**config.mk**
```make
export PLATFORM = sky130hd
export DESIGN_NAME = heap_pq_param
export DESIGN_NICKNAME = d
export VERILOG_FILES = /design/src/rtl/pq_pkg.sv /design/src/rtl/pq_mem_2r1w.sv /design/src/rtl/heap_pq_param.sv
export SDC_FILE = /design/constraint.sdc
export NUM_CORES = 1
export LEC_CHECK = 0
export ABC_AREA = 1
export BUFFER_PORTS_ARGS = -buffer_cell sky130_fd_sc_hd__buf_2
export CAP_MARGIN = 15
export CORE_MARGIN = 2
export CORE_UTILIZATION = 45
export CTS_CLUSTER_SIZE = 24
export DETAILED_ROUTE_END_ITERATION = 16
export SYNTH_ARGS = -nofsm -noshare
export SYNTH_HDL_FRONTEND = slang
export SYNTH_SLANG_ARGS = --single-unit
```
**constraint.sdc**
```tcl
create_clock -name clk -period 5.6 [get_ports clk]
set_input_delay 1.12 -clock clk [delete_from_list [all_inputs] [get_ports clk]]
set_output_delay 1.12 -clock clk [all_outputs]
set_load 0.01 [all_outputs]
```
**src/rtl/pq_pkg.sv**
```systemverilog
// ---------------------------------------------------------------------------
// pq_pkg -- shared types and helpers for the parametrised heap priority queue.
//
// Contents:
//   KEY_MAX_W     widest key the ordering helper accepts
//   heap_state_e  heap controller states
//   idx_width()   index/count width for a given capacity
//   kv_width()    packed {key,value} width
//   better()      heap ordering predicate, selectable min/max
// ---------------------------------------------------------------------------
package pq_pkg;

    // Keys are zero-extended to this width before comparison, so KEY_W must
    // not exceed it.
    localparam int KEY_MAX_W = 32;

    typedef enum logic [2:0] {
        IDLE,
        EN_WR,
        EN_CMP,
        DQ_LD,
        HP_RD,
        HP_CMP
    } heap_state_e;

    // Index 0 is unused (1-based heap), so CAPACITY+1 addresses are needed.
    function automatic int idx_width(input int capacity);
        return $clog2(capacity + 1);
    endfunction

    function automatic int kv_width(input int key_w, input int val_w);
        return key_w + val_w;
    endfunction

    // Strict comparison: equal keys never count as better, so ties never swap.
    function automatic logic better(input logic                 max_heap,
                                    input logic [KEY_MAX_W-1:0] a,
                                    input logic [KEY_MAX_W-1:0] b);
        return max_heap ? (a > b) : (a < b);
    endfunction

endpackage

```
**src/rtl/pq_mem_2r1w.sv**
```systemverilog
// ---------------------------------------------------------------------------
// pq_mem_2r1w -- heap storage with one write port and two read ports.
// Both reads are registered: data appears the cycle after the address.
//
// Ports:
//   clk      clock
//   we       write enable
//   waddr    write address
//   din      write data
//   raddr_a  read address, port A
//   raddr_b  read address, port B
//   dout_a   registered read data, port A
//   dout_b   registered read data, port B
// ---------------------------------------------------------------------------
module pq_mem_2r1w #(
    parameter  int W  = 16,
    parameter  int D  = 16,
    localparam int AW = (D > 1) ? $clog2(D) : 1
) (
    input  logic          clk,
    input  logic          we,
    input  logic [AW-1:0] waddr,
    input  logic [W-1:0]  din,
    input  logic [AW-1:0] raddr_a,
    input  logic [AW-1:0] raddr_b,
    output logic [W-1:0]  dout_a,
    output logic [W-1:0]  dout_b
);

    logic [W-1:0] mem [D];

    // NOTE: the array has no reset; the occupancy count alone decides which
    // entries are live, and leaving it unreset lets it map onto RAM.
    always_ff @(posedge clk) begin
        if (we) begin
            mem[waddr] <= din;
        end
        dout_a <= mem[raddr_a];
        dout_b <= mem[raddr_b];
    end

endmodule

```
**src/rtl/heap_pq_param.sv**
```systemverilog
// ---------------------------------------------------------------------------
// heap_pq_param -- parametrised binary-heap priority queue, min or max mode.
// One operation in flight; requests are only sampled while busy is low.
//
// Ports:
//   clk    clock
//   rst    synchronous active-high reset (aborts any operation, empties queue)
//   enq    enqueue request
//   deq    dequeue request (enq & deq on a non-empty queue replaces the root)
//   kvi    {key,value} to insert, key in the MSBs
//   kvo    registered root entry, valid while empty is low
//   full   count == CAPACITY
//   empty  count == 0
//   busy   an operation is in progress
//   count  number of stored entries
//   ovf    one-cycle pulse: enqueue dropped because full
//   unf    one-cycle pulse: dequeue dropped because empty
// ---------------------------------------------------------------------------
module heap_pq_param
    import pq_pkg::*;
#(
    parameter  int KEY_W    = 8,
    parameter  int VAL_W    = 8,
    parameter  int CAPACITY = 15,
    parameter  bit MAX_HEAP = 1'b0,
    localparam int IW       = idx_width(CAPACITY),
    localparam int KVW      = kv_width(KEY_W, VAL_W)
) (
    input  logic           clk,
    input  logic           rst,
    input  logic           enq,
    input  logic           deq,
    input  logic [KVW-1:0] kvi,
    output logic [KVW-1:0] kvo,
    output logic           full,
    output logic           empty,
    output logic           busy,
    output logic [IW-1:0]  count,
    output logic           ovf,
    output logic           unf
);

    typedef struct packed {
        logic [KEY_W-1:0] key;
        logic [VAL_W-1:0] val;
    } kv_t;

    function automatic logic beats(input kv_t a, input kv_t b);
        return better(MAX_HEAP, KEY_MAX_W'(a.key), KEY_MAX_W'(b.key));
    endfunction

    heap_state_e   state_q;
    logic [IW-1:0] count_q;
    logic [IW-1:0] ni_q;
    kv_t           i_kv_q;
    kv_t           kvo_q;
    logic          ovf_q;
    logic          unf_q;

    logic          mem_we;
    logic [IW-1:0] mem_waddr;
    kv_t           mem_din;
    logic [IW-1:0] mem_raddr_a;
    logic [IW-1:0] mem_raddr_b;
    kv_t           mem_dout_a;
    kv_t           mem_dout_b;

    pq_mem_2r1w #(
        .W (KVW),
        .D (CAPACITY + 1)
    ) u_mem (
        .clk     (clk),
        .we      (mem_we),
        .waddr   (mem_waddr),
        .din     (mem_din),
        .raddr_a (mem_raddr_a),
        .raddr_b (mem_raddr_b),
        .dout_a  (mem_dout_a),
        .dout_b  (mem_dout_b)
    );

    logic empty_w;
    logic full_w;
    assign empty_w = (count_q == '0);
    assign full_w  = (count_q == IW'(CAPACITY));

    // Child indices carry one extra bit: for a leaf, 2*ni can exceed the
    // IW-bit range and must still compare as "beyond count".
    logic [IW:0]   left_w;
    logic [IW:0]   right_w;
    logic          left_ok;
    logic          right_ok;
    logic [IW-1:0] parent_w;
    assign left_w   = {ni_q, 1'b0};
    assign right_w  = {ni_q, 1'b1};
    assign left_ok  = (left_w <= {1'b0, count_q});
    assign right_ok = (right_w <= {1'b0, count_q});
    assign parent_w = ni_q >> 1;

    // Better child: right only when it exists and strictly beats left.
    logic          right_wins;
    kv_t           child_kv;
    logic [IW-1:0] child_idx;
    logic          en_swap;
    logic          hp_swap;
    assign right_wins = right_ok && beats(mem_dout_b, mem_dout_a);
    assign child_kv   = right_wins ? mem_dout_b : mem_dout_a;
    assign child_idx  = right_wins ? right_w[IW-1:0] : left_w[IW-1:0];
    assign en_swap    = beats(i_kv_q, mem_dout_a);
    assign hp_swap    = beats(child_kv, i_kv_q);

    // Command decode; enq & deq on a non-empty queue takes precedence as a
    // replace, whether or not the queue is full.
    logic cmd_replace;
    logic cmd_enq;
    logic cmd_deq;
    logic cmd_ovf;
    logic cmd_unf;
    assign cmd_replace = enq && deq && !empty_w;
    assign cmd_enq     = enq && !full_w && !cmd_replace;
    assign cmd_deq     = deq && !empty_w && !enq;
    assign cmd_ovf     = enq && full_w && !deq;
    assign cmd_unf     = deq && empty_w && !enq;

    // NOTE: every output of this block gets a default before the case, so no
    // state leaves a signal unassigned and no latch is inferred.
    always_comb begin
        mem_we      = 1'b0;
        mem_waddr   = ni_q;
        mem_din     = i_kv_q;
        mem_raddr_a = '0;
        mem_raddr_b = '0;
        unique case (state_q)
            IDLE: begin
                // Prefetch the last entry in case this cycle accepts a dequeue.
                mem_raddr_a = count_q;
            end
            EN_WR: begin
                mem_we      = 1'b1;
                mem_raddr_a = parent_w;
            end
            EN_CMP: begin
                mem_we  = en_swap;
                mem_din = mem_dout_a;
            end
            HP_RD: begin
                mem_we = 1'b1;
                // Only address the children when they exist; a truncated
                // right index could otherwise alias the write address.
                if (left_ok) begin
                    mem_raddr_a = left_w[IW-1:0];
                    mem_raddr_b = right_w[IW-1:0];
                end
            end
            HP_CMP: begin
                mem_we  = hp_swap;
                mem_din = child_kv;
            end
            default: begin
            end
        endcase
    end

    // NOTE: all state here uses non-blocking assignments so every register
    // samples pre-edge values, independent of statement order.
    always_ff @(posedge clk) begin
        if (rst) begin
            state_q <= IDLE;
            count_q <= '0;
            ni_q    <= '0;
            i_kv_q  <= '0;
            kvo_q   <= '0;
            ovf_q   <= 1'b0;
            unf_q   <= 1'b0;
        end else begin
            ovf_q <= 1'b0;
            unf_q <= 1'b0;

            // kvo mirrors the root: capture whatever is written to address 1.
            if (mem_we && (mem_waddr == IW'(1))) begin
                kvo_q <= mem_din;
            end

            unique case (state_q)
                IDLE: begin
                    i_kv_q <= kvi;
                    if (cmd_replace) begin
                        ni_q    <= IW'(1);
                        state_q <= HP_RD;
                    end else if (cmd_enq) begin
                        count_q <= count_q + 1'b1;
                        ni_q    <= count_q + 1'b1;
                        state_q <= EN_WR;
                    end else if (cmd_deq) begin
                        count_q <= count_q - 1'b1;
                        state_q <= DQ_LD;
                    end else begin
                        ovf_q <= cmd_ovf;
                        unf_q <= cmd_unf;
                    end
                end
                EN_WR: begin
                    state_q <= (ni_q == IW'(1)) ? IDLE : EN_CMP;
                end
                EN_CMP: begin
                    if (en_swap) begin
                        ni_q    <= parent_w;
                        state_q <= EN_WR;
                    end else begin
                        state_q <= IDLE;
                    end
                end
                DQ_LD: begin
                    // The former last entry restarts at the root and sifts down.
                    i_kv_q  <= mem_dout_a;
                    ni_q    <= IW'(1);
                    state_q <= (count_q == '0) ? IDLE : HP_RD;
                end
                HP_RD: begin
                    state_q <= left_ok ? HP_CMP : IDLE;
                end
                HP_CMP: begin
                    if (hp_swap) begin
                        ni_q    <= child_idx;
                        state_q <= HP_RD;
                    end else begin
                        state_q <= IDLE;
                    end
                end
                default: begin
                    state_q <= IDLE;
                end
            endcase
        end
    end

    assign kvo   = kvo_q;
    assign full  = full_w;
    assign empty = empty_w;
    assign busy  = (state_q != IDLE);
    assign count = count_q;
    assign ovf   = ovf_q;
    assign unf   = unf_q;

endmodule

```
==> results of run 1 <==
cell families (layout without fill, tap and decap cells):
kind of cell               after synthesis  in the layout  synth area share, %
muxes                                   22             22                 1.58
xor gates and xnor gates                 4              4                0.224
AOI/OAI and AO/OA                      407            407                 17.8
DFF                                    333            333                 59.1
and+or+nand+nor                        433            433                 11.4
buffers and inverters                  293            331                 7.67
adders and majority gates               27             27                 2.16
synth_stat cells, drive strengths merged:
cell	number	area [sq um]
a211o	1	8.76
a211oi	2	15.0
a21boi	2	18.8
a21o	1	7.51
a21oi	63	323
a221o	5	50.1
a221oi	35	307
a22oi	1	7.51
a31oi	17	106
buf	56	308
clkbuf	36	135
dfxtp	77	1540
edfxtp	256	7690
ha	27	338
inv	201	754
mux2	21	236
mux2i	1	10.0
nand2	254	976
nand3	75	380
nand4	3	18.8
nor2	97	387
nor3	2	10.0
nor4	1	6.26
o2111ai	11	96.3
o211ai	146	1100
o21ai	88	444
o221a	12	135
o221ai	3	26.3
o22ai	20	139
or2	1	6.26
xnor2	1	8.76
xor2	3	26.3
final cells by class:
type | count | area share [%]
timing repair buffer | 62 | 2.26
multi-input combinational | 893 | 30.2
clock inverter | 20 | 0.950
tap | 455 | 3.27
clock buffer | 48 | 5.92
inverter | 201 | 4.34
sequential | 333 | 53.1
worst paths after layout:
kind                           end      from  slack, ns
setup / recovery  u_mem.mem[15][4]  count[2]       0.83
setup reg to reg  u_mem.mem[15][4]  count[2]       0.83
hold reg to reg             kvo[2]    kvo[2]       0.48
hold / removal              kvo[2]    kvo[2]       0.48
stage by stage:
| stage | std cells | instance area (sq um) |
|---|---|---|
| after floorplan | 1519 | 15600 |
| after global placement | 1944 | 16200 |
| after detailed placement | 1944 | 16200 |
| after CTS | 2012 | 17400 |
| after global routing | 2012 | 17400 |
| final | 2012 | 17400 |
layer usage:
layer | vias up | global-route usage [%] | wire [um]
met2 | 522 | 39.0 | 20400
met3 | 57 | 3.94 | 3620
li1 | 5472 | - | -
met1 | 5698 | 35.2 | 19500
met4 | 0 | 6.71 | 844
met5 | - | 0 | 0
sequential cells by signal (all words and copies together), names as in the netlist, 3 cells and up:
register      cells
u_mem.dout_a     16
u_mem.dout_b     16
i_kv_q           16
mem_waddr         4
u_mem.mem       256
kvo              16
count             4
state_q           3
worst max-delay path, delay by kind of cell, from the launching register on:
kind,cells,cell delay [ns]
DFF,1,0.43
adders and majority gates,2,0.62
AOI/OAI and AO/OA,4,0.91
buffers and inverters,2,0.21
and+or+nand+nor,8,2.18
power by group:
part	switching (mW)	internal [mW]
clock	0.995	1.40
combinational	3.13	1.20
sequential	0.198	3.46
total	4.32	6.07
==> summary by stage, run 1 <==
Die
The core region is 34400 sq um. The initial utilization of the core area, before any placement, comes to a little under half. The x dimension of the die is about 190 um. The floorplan die area is 36200 sq um. The placement row count is 68. 45 I/O pins were placed. The y dimension of the die is around 190 um.

STA
The final critical path takes up a little under nine tenths of the cycle. The largest clock skew in the final design is around 0.031 ns. The max-slew violation total from the final report is 0. Setup repair after global routing left no endpoint under its margin.

The number of endpoints failing setup at the final stage is 0. After routing, the total negative slack on setup checks comes to 0 ns. For this run, the top clock speed supported by timing is roughly 0.21 GHz. The max-slew headroom at the worst pin is about a third. The transition time at the pin with the least slew margin is around 1.0 ns. The number of hold-slack violations in the final timing report is 0.

The routed design could run at a clock period as short as between 4 and 5 ns. In the post-route analysis, the smallest setup slack over all paths is roughly 0.83 ns. On the final layout, the worst hold slack is roughly 0.48 ns.

Cells and area
Registers take approximately 9000 sq um. The area of combinational cells with multiple inputs is approximately 5300 sq um. The library cells used most frequently in the layout, excluding fill and tap cells, are edfxtp_1 (256), nand2_1 (249), inv_1 (192). 0 antenna diodes ended up in the layout. The area growth from synthesis to layout is 11.4%. The utilization after layout is slightly above 50%. The share of cells above drive strength 1 is about an eighth. In the final design database the tool counted 1575 nets.

The most common cell after layout, fill and taps aside is edfxtp_1. The number of filler instances in the final layout is roughly 3.1k.

Placement
The final weighted congestion in routability-driven placement is between 0.8 and 0.9. The worst setup slack after placement is between 0.9 and 1 ns. The HPWL after detailed placement is approximately 28000 um. Input and output buffers added on the ports amount to between 40 and 50.

Worst hold path
The class of the tightest hold or removal check is flip-flop to flip-flop. The worst hold path passes through 2 cells.

Routing
The via count is between 10k and 15k. The pre-antenna-repair detailed-routing pass consisted of 5 iterations. The count of nets left with antenna violations once routing finished came out at 0.

The aggregate routed wire length is approximately 44000 um. After detailed routing, the number of remaining DRC violations is 0. The mean routed wirelength per cell is about 22 um. The via-per-instance ratio is 5.84.

The number of DRC markers after the initial detailed-route iteration is around 1.4k.

Global routing
The first global-routing pass estimated between 60000 and 70000 um of wire. The largest net degree at the start of global routing is between 200 and 250. The total overflow left after global routing is 0. Across every metal layer, demand over resource in global routing totals 24.6%. The via count of the first global-routing pass is 11.3k. The initial antenna violation count is 2.

Yosys
The synthesized area per cell is 10.3 sq um. The net count after synthesis is between 1.5k and 2k. The Yosys step of the flow raised 0 warnings. The cell area that synthesis handed to floorplanning was 15600 sq um. Synthesis produced a netlist whose cell count is 1519. The register bit total from synthesis is 333. The unique cell type count in the Yosys netlist is 46.

After synthesis, flip-flops and latches occupy about three fifths of the total area.

Power
VDD sags by at most 0.000456 V. The design draws approximately 10 mW. For this design the ratio of total power to cell area is roughly 600 nW/um^2.

The static leakage is 6.40 nW.

Clocking
The number of buffers on the longest clock path is 3. The hold buffer count at CTS is 0. The later pin in the worst-skew pair is clocked with a latency of 0.53 ns.

The H-tree was split into 2 levels. The TritonCTS clock tree is built. The master cell of the clock root buffer is clkbuf_16. The total number of clock tree sinks is about 330.

After clock tree synthesis, the clock-pin slew on the worst setup and hold paths is roughly 0.060 ns. The post-cts gate resize count is 0. The number of CTS-inserted buffers is 37. The count of buffers added by post-CTS timing repair for setup is 0.

Setup path
The worst setup path is of the flip-flop to flip-flop kind. Of all nets on the critical path, the largest fanout is 36. At the worst endpoint, the required time is roughly 5.7 ns. Counting cells, the worst reg-to-reg path comes to 16. The startpoint type of the worst setup path is a flip-flop.

STA puts the critical path data arrival time at between 4 and 5 ns. Among all stages on the critical path, the largest delay is contributed by nor2_2. STA classifies the critical path endpoint as a flip-flop.

For this run, the slowest stage of the critical path takes between 0.8 and 0.9 ns. The critical path goes through inv_1 -> ha_1 -> nand2_1 -> inv_1 -> nand3_1 -> a21oi_2 -> nand2_2 -> a21oi_1 -> ha_1 -> a21oi_1 -> nor2_1 -> a211oi_1 -> nand3_2 -> nand2_4 -> nand3_1 -> nor2_2.

Run
The tool flagged a number of max-cap violations equal to 0.

Run status
The flow ran to the end, and the final reports show no timing, DRC or antenna violations.
Note: power is estimated with default switching activity, not from simulation.
==> run 2, diff against run 1 <==
--- a/config.mk
+++ b/config.mk
@@ -8,10 +8,11 @@
 export ABC_AREA = 1
 export BUFFER_PORTS_ARGS = -buffer_cell sky130_fd_sc_hd__buf_2
 export CAP_MARGIN = 15
-export CORE_MARGIN = 2
+export CORE_MARGIN = 1.5
 export CORE_UTILIZATION = 45
 export CTS_CLUSTER_SIZE = 24
 export DETAILED_ROUTE_END_ITERATION = 16
+export PLACE_DENSITY = 0.7
 export SYNTH_ARGS = -nofsm -noshare
 export SYNTH_HDL_FRONTEND = slang
 export SYNTH_SLANG_ARGS = --single-unit
==> constraint.sdc (replaced) <==
create_clock -name clk -period 5.6 [get_ports clk]
set_input_delay 0.84 -clock clk [delete_from_list [all_inputs] [get_ports clk]]
set_output_delay 0.84 -clock clk [all_outputs]
set_load 0.01 [all_outputs]
==> run 2 against run 1 <==
  * Sequential power is essentially flat
  * Flip-flop and latch count unchanged
  * Register-to-register slack gained 0.07 ns
  * Critical endpoint is now u_mem.mem[13][14]
==> summary by stage, run 2 (synthesis results as in run 1) <==
Setup path
The type of destination of the critical path is a flip-flop. The worst path required time is 5.75 ns (+0.02 ns). The startpoint type of the worst setup path is a flip-flop.

The worst setup path is of the flip-flop to flip-flop kind. The largest incremental delay on the critical path is 0.82 ns (-0.03 ns). The slowest stage of the critical path is the nor2_2 cell.

The critical path goes through inv_1 -> ha_1 -> nand2_1 -> inv_1 -> nand3_1 -> a21oi_2 -> nand2_2 -> nor2_1 -> a21oi_1 -> ha_1 -> a21oi_1 -> nor2_1 -> a211oi_1 -> nand3_2 -> nand2_4 -> nand3_1 -> nor2_2. The critical path arrival came to 4.85 ns (-0.05 ns). The biggest fanout along the worst timing path is 36 (unchanged).

Die
The x dimension of the die is 189 um (-0.53%). The initial core utilization is 45.4% (unchanged). The placement row count is 68 (unchanged). The floorplan die area is 35800 sq um (-1.0%). The y dimension of the die is 189 um (-0.53%).

The boundary pin count is 45 (unchanged). The floorplan core area came to 34400 sq um (unchanged).

Routing
The via-per-instance ratio came to 5.88 (+0.74%). The DRC violation count after routing is 0 (unchanged). The number of routed nets with antenna violations was 0 (unchanged). The mean routed wirelength per cell is 21.4 um (-2.9%).

The aggregate routed wire length was 43100 um (-2.6%). The number of DRC markers after the initial detailed-route iteration is 1356 (-5.6%). The number of optimization iterations in the first detailed-route pass came to 5 (unchanged). The via count was 11.9k (+0.99%).

Global routing
The via count of the first global-routing pass is 11.3k (+0.71%). The initial antenna violation count is 0 (-2). The first-pass GRT wire length was 65600 um (-2.8%). The total overflow reported by the global router is 0 (unchanged).

The largest net degree at the start of global routing is 129 (-45%). The overall track demand over capacity in global routing is 24.0% (-0.60 points).

Cells and area
The share of cells above drive strength 1 is 12.9% (+0.60 points). The library cell used most frequently in the layout, excluding fill and tap cells, is edfxtp_1. The synthesis-to-finish area growth is 11.6%. The most flop-heavy register is u_mem.mem.

The total inserted antenna cells is 0 (unchanged). The final design instance area without fill is 17400 sq um (+0.14%). The number of filler instances in the final layout is 3029 (-3.1%). The flip-flop count of the largest register, all copies and words added was 256 (unchanged).

The number of nets at the end of the flow is 1582 (+0.44%). Leaving out fill and tap cells, the most frequent cells in the layout are edfxtp_1 (256), nand2_1 (249), inv_1 (192).

STA
The final total negative setup slack is 0 ns (unchanged). The post-route worst hold slack is 0.480 ns (+0.00178 ns). The setup slack after layout is 0.904 ns (+0.0701 ns). The final critical-path share of the clock period is 83.9% (-1.3 points). The number of hold-slack violations in the final timing report was 0 (unchanged). The transition time at the pin with the least slew margin came to 1.02 ns (+0.0201 ns). The time the worst path needs with I/O delays and setup is 4.70 ns (-0.0701 ns). The largest clock skew in the final design was 0.0208 ns (-0.0101 ns).

The max-slew headroom at the worst pin came to 32.0% (-1.3 points). The max-slew violation total from the final report is 0 (unchanged). Setup repair after global routing left no endpoint under its margin. The fmax was 0.213 GHz (+1.5%). The number of endpoints failing setup at the final stage is 0 (unchanged).

Clocking
The H-tree level count was 2 (unchanged). The number of buffers on the longest clock path was 3 (unchanged). The clock network latency to the later pin of the worst-skew pair is 0.53 ns (about the same). The total number of clock tree sinks was 333 (unchanged). The number of CTS-inserted buffers is 36 (-2.7%).

The cell sitting at the root of the clock tree is a clkbuf_16. The count of buffers added by post-CTS timing repair for setup is 0 (unchanged). The clock edge transition at the registers on the reported setup and hold paths is 0.06 ns (about the same).

The hold buffer count at CTS is 0 (unchanged). The post-cts gate resize count came to 0 (unchanged). TritonCTS built the clock tree.

Worst hold path
The path class of the tightest hold or removal check is flip-flop to flip-flop.

Power
The static leakage was 6.43 nW (+0.42%). The peak ir drop on the vdd network came to 0.000406 V (-11%). The power consumption is 10.3 mW (-1.1%). The power density normalized to cell area is 590 nW/um^2 (-1.2%).

Run status
The run finished with clean final reports.

Placement
The cell area reported after detailed placement came to 16300 sq um (+0.53%). The HPWL after detailed placement is 26300 um (-4.6%). The final weighted congestion in routability-driven placement came to 0.877 (+1.6%). The count of input and output buffers was 44 (unchanged). The worst setup slack after placement is 0.994 ns (+0.0702 ns).

Run
The number of max-capacitance violations reported is 0 (unchanged).
[run 2: through the flow]
stage | util (%) | std cells
finish | 50.7 | 2017
floorplan | - | 1519
global route | 50.7 | 2017
CTS | 50.7 | 2017
detailed placement | 47.4 | 1952
global placement | 47.4 | 1952
[run 2: report_power, final]
group / total, mW / internal [mW] / switching (mW)
Combinational: 4.34 / 1.23 / 3.10
Clock: 2.29 / 1.30 / 0.985
Sequential: 3.66 / 3.46 / 0.196
[run 2: cell type report]
cell class / instances / area [sq um] / share of cell area (%)
clock buffer: 47 / 983 / 5.65
sequential: 333 / 9230 / 53.0
timing repair buffer: 70 / 478 / 2.74
multi-input combinational: 893 / 5250 / 30.1
inverter: 201 / 754 / 4.33
clock inverter: 18 / 150 / 0.862
tap: 455 / 569 / 3.27
[run 2: path summary, 6_finish.rpt]
kind | slack, ns | end | cells after the start | startpoint
max | 0.90 | u_mem.mem[13][14] | 17 | count[2]
min | 0.48 | kvo[10] | 2 | kvo[10]
max reg2reg | 0.90 | u_mem.mem[13][14] | 17 | count[2]
min reg2reg | 0.48 | kvo[10] | 2 | kvo[10]
[run 2: critical path, delay by kind of cell (launching register included)]
family	cells	cell delay, ns
AO/OA/AOI/OAI	4	0.74
adder cells (fa/ha/maj)	2	0.65
buffers and inverters	2	0.21
flip-flops	1	0.43
AND/OR/NAND/NOR	9	2.28
[run 2: layer usage]
layer	track usage, %	share of wire, %	vias up
met3	4.71	9.0	95
met4	9.34	3.7	0
met2	37.1	44	589
met5	0	0	-
met1	33.4	43	5687
li1	-	-	5494
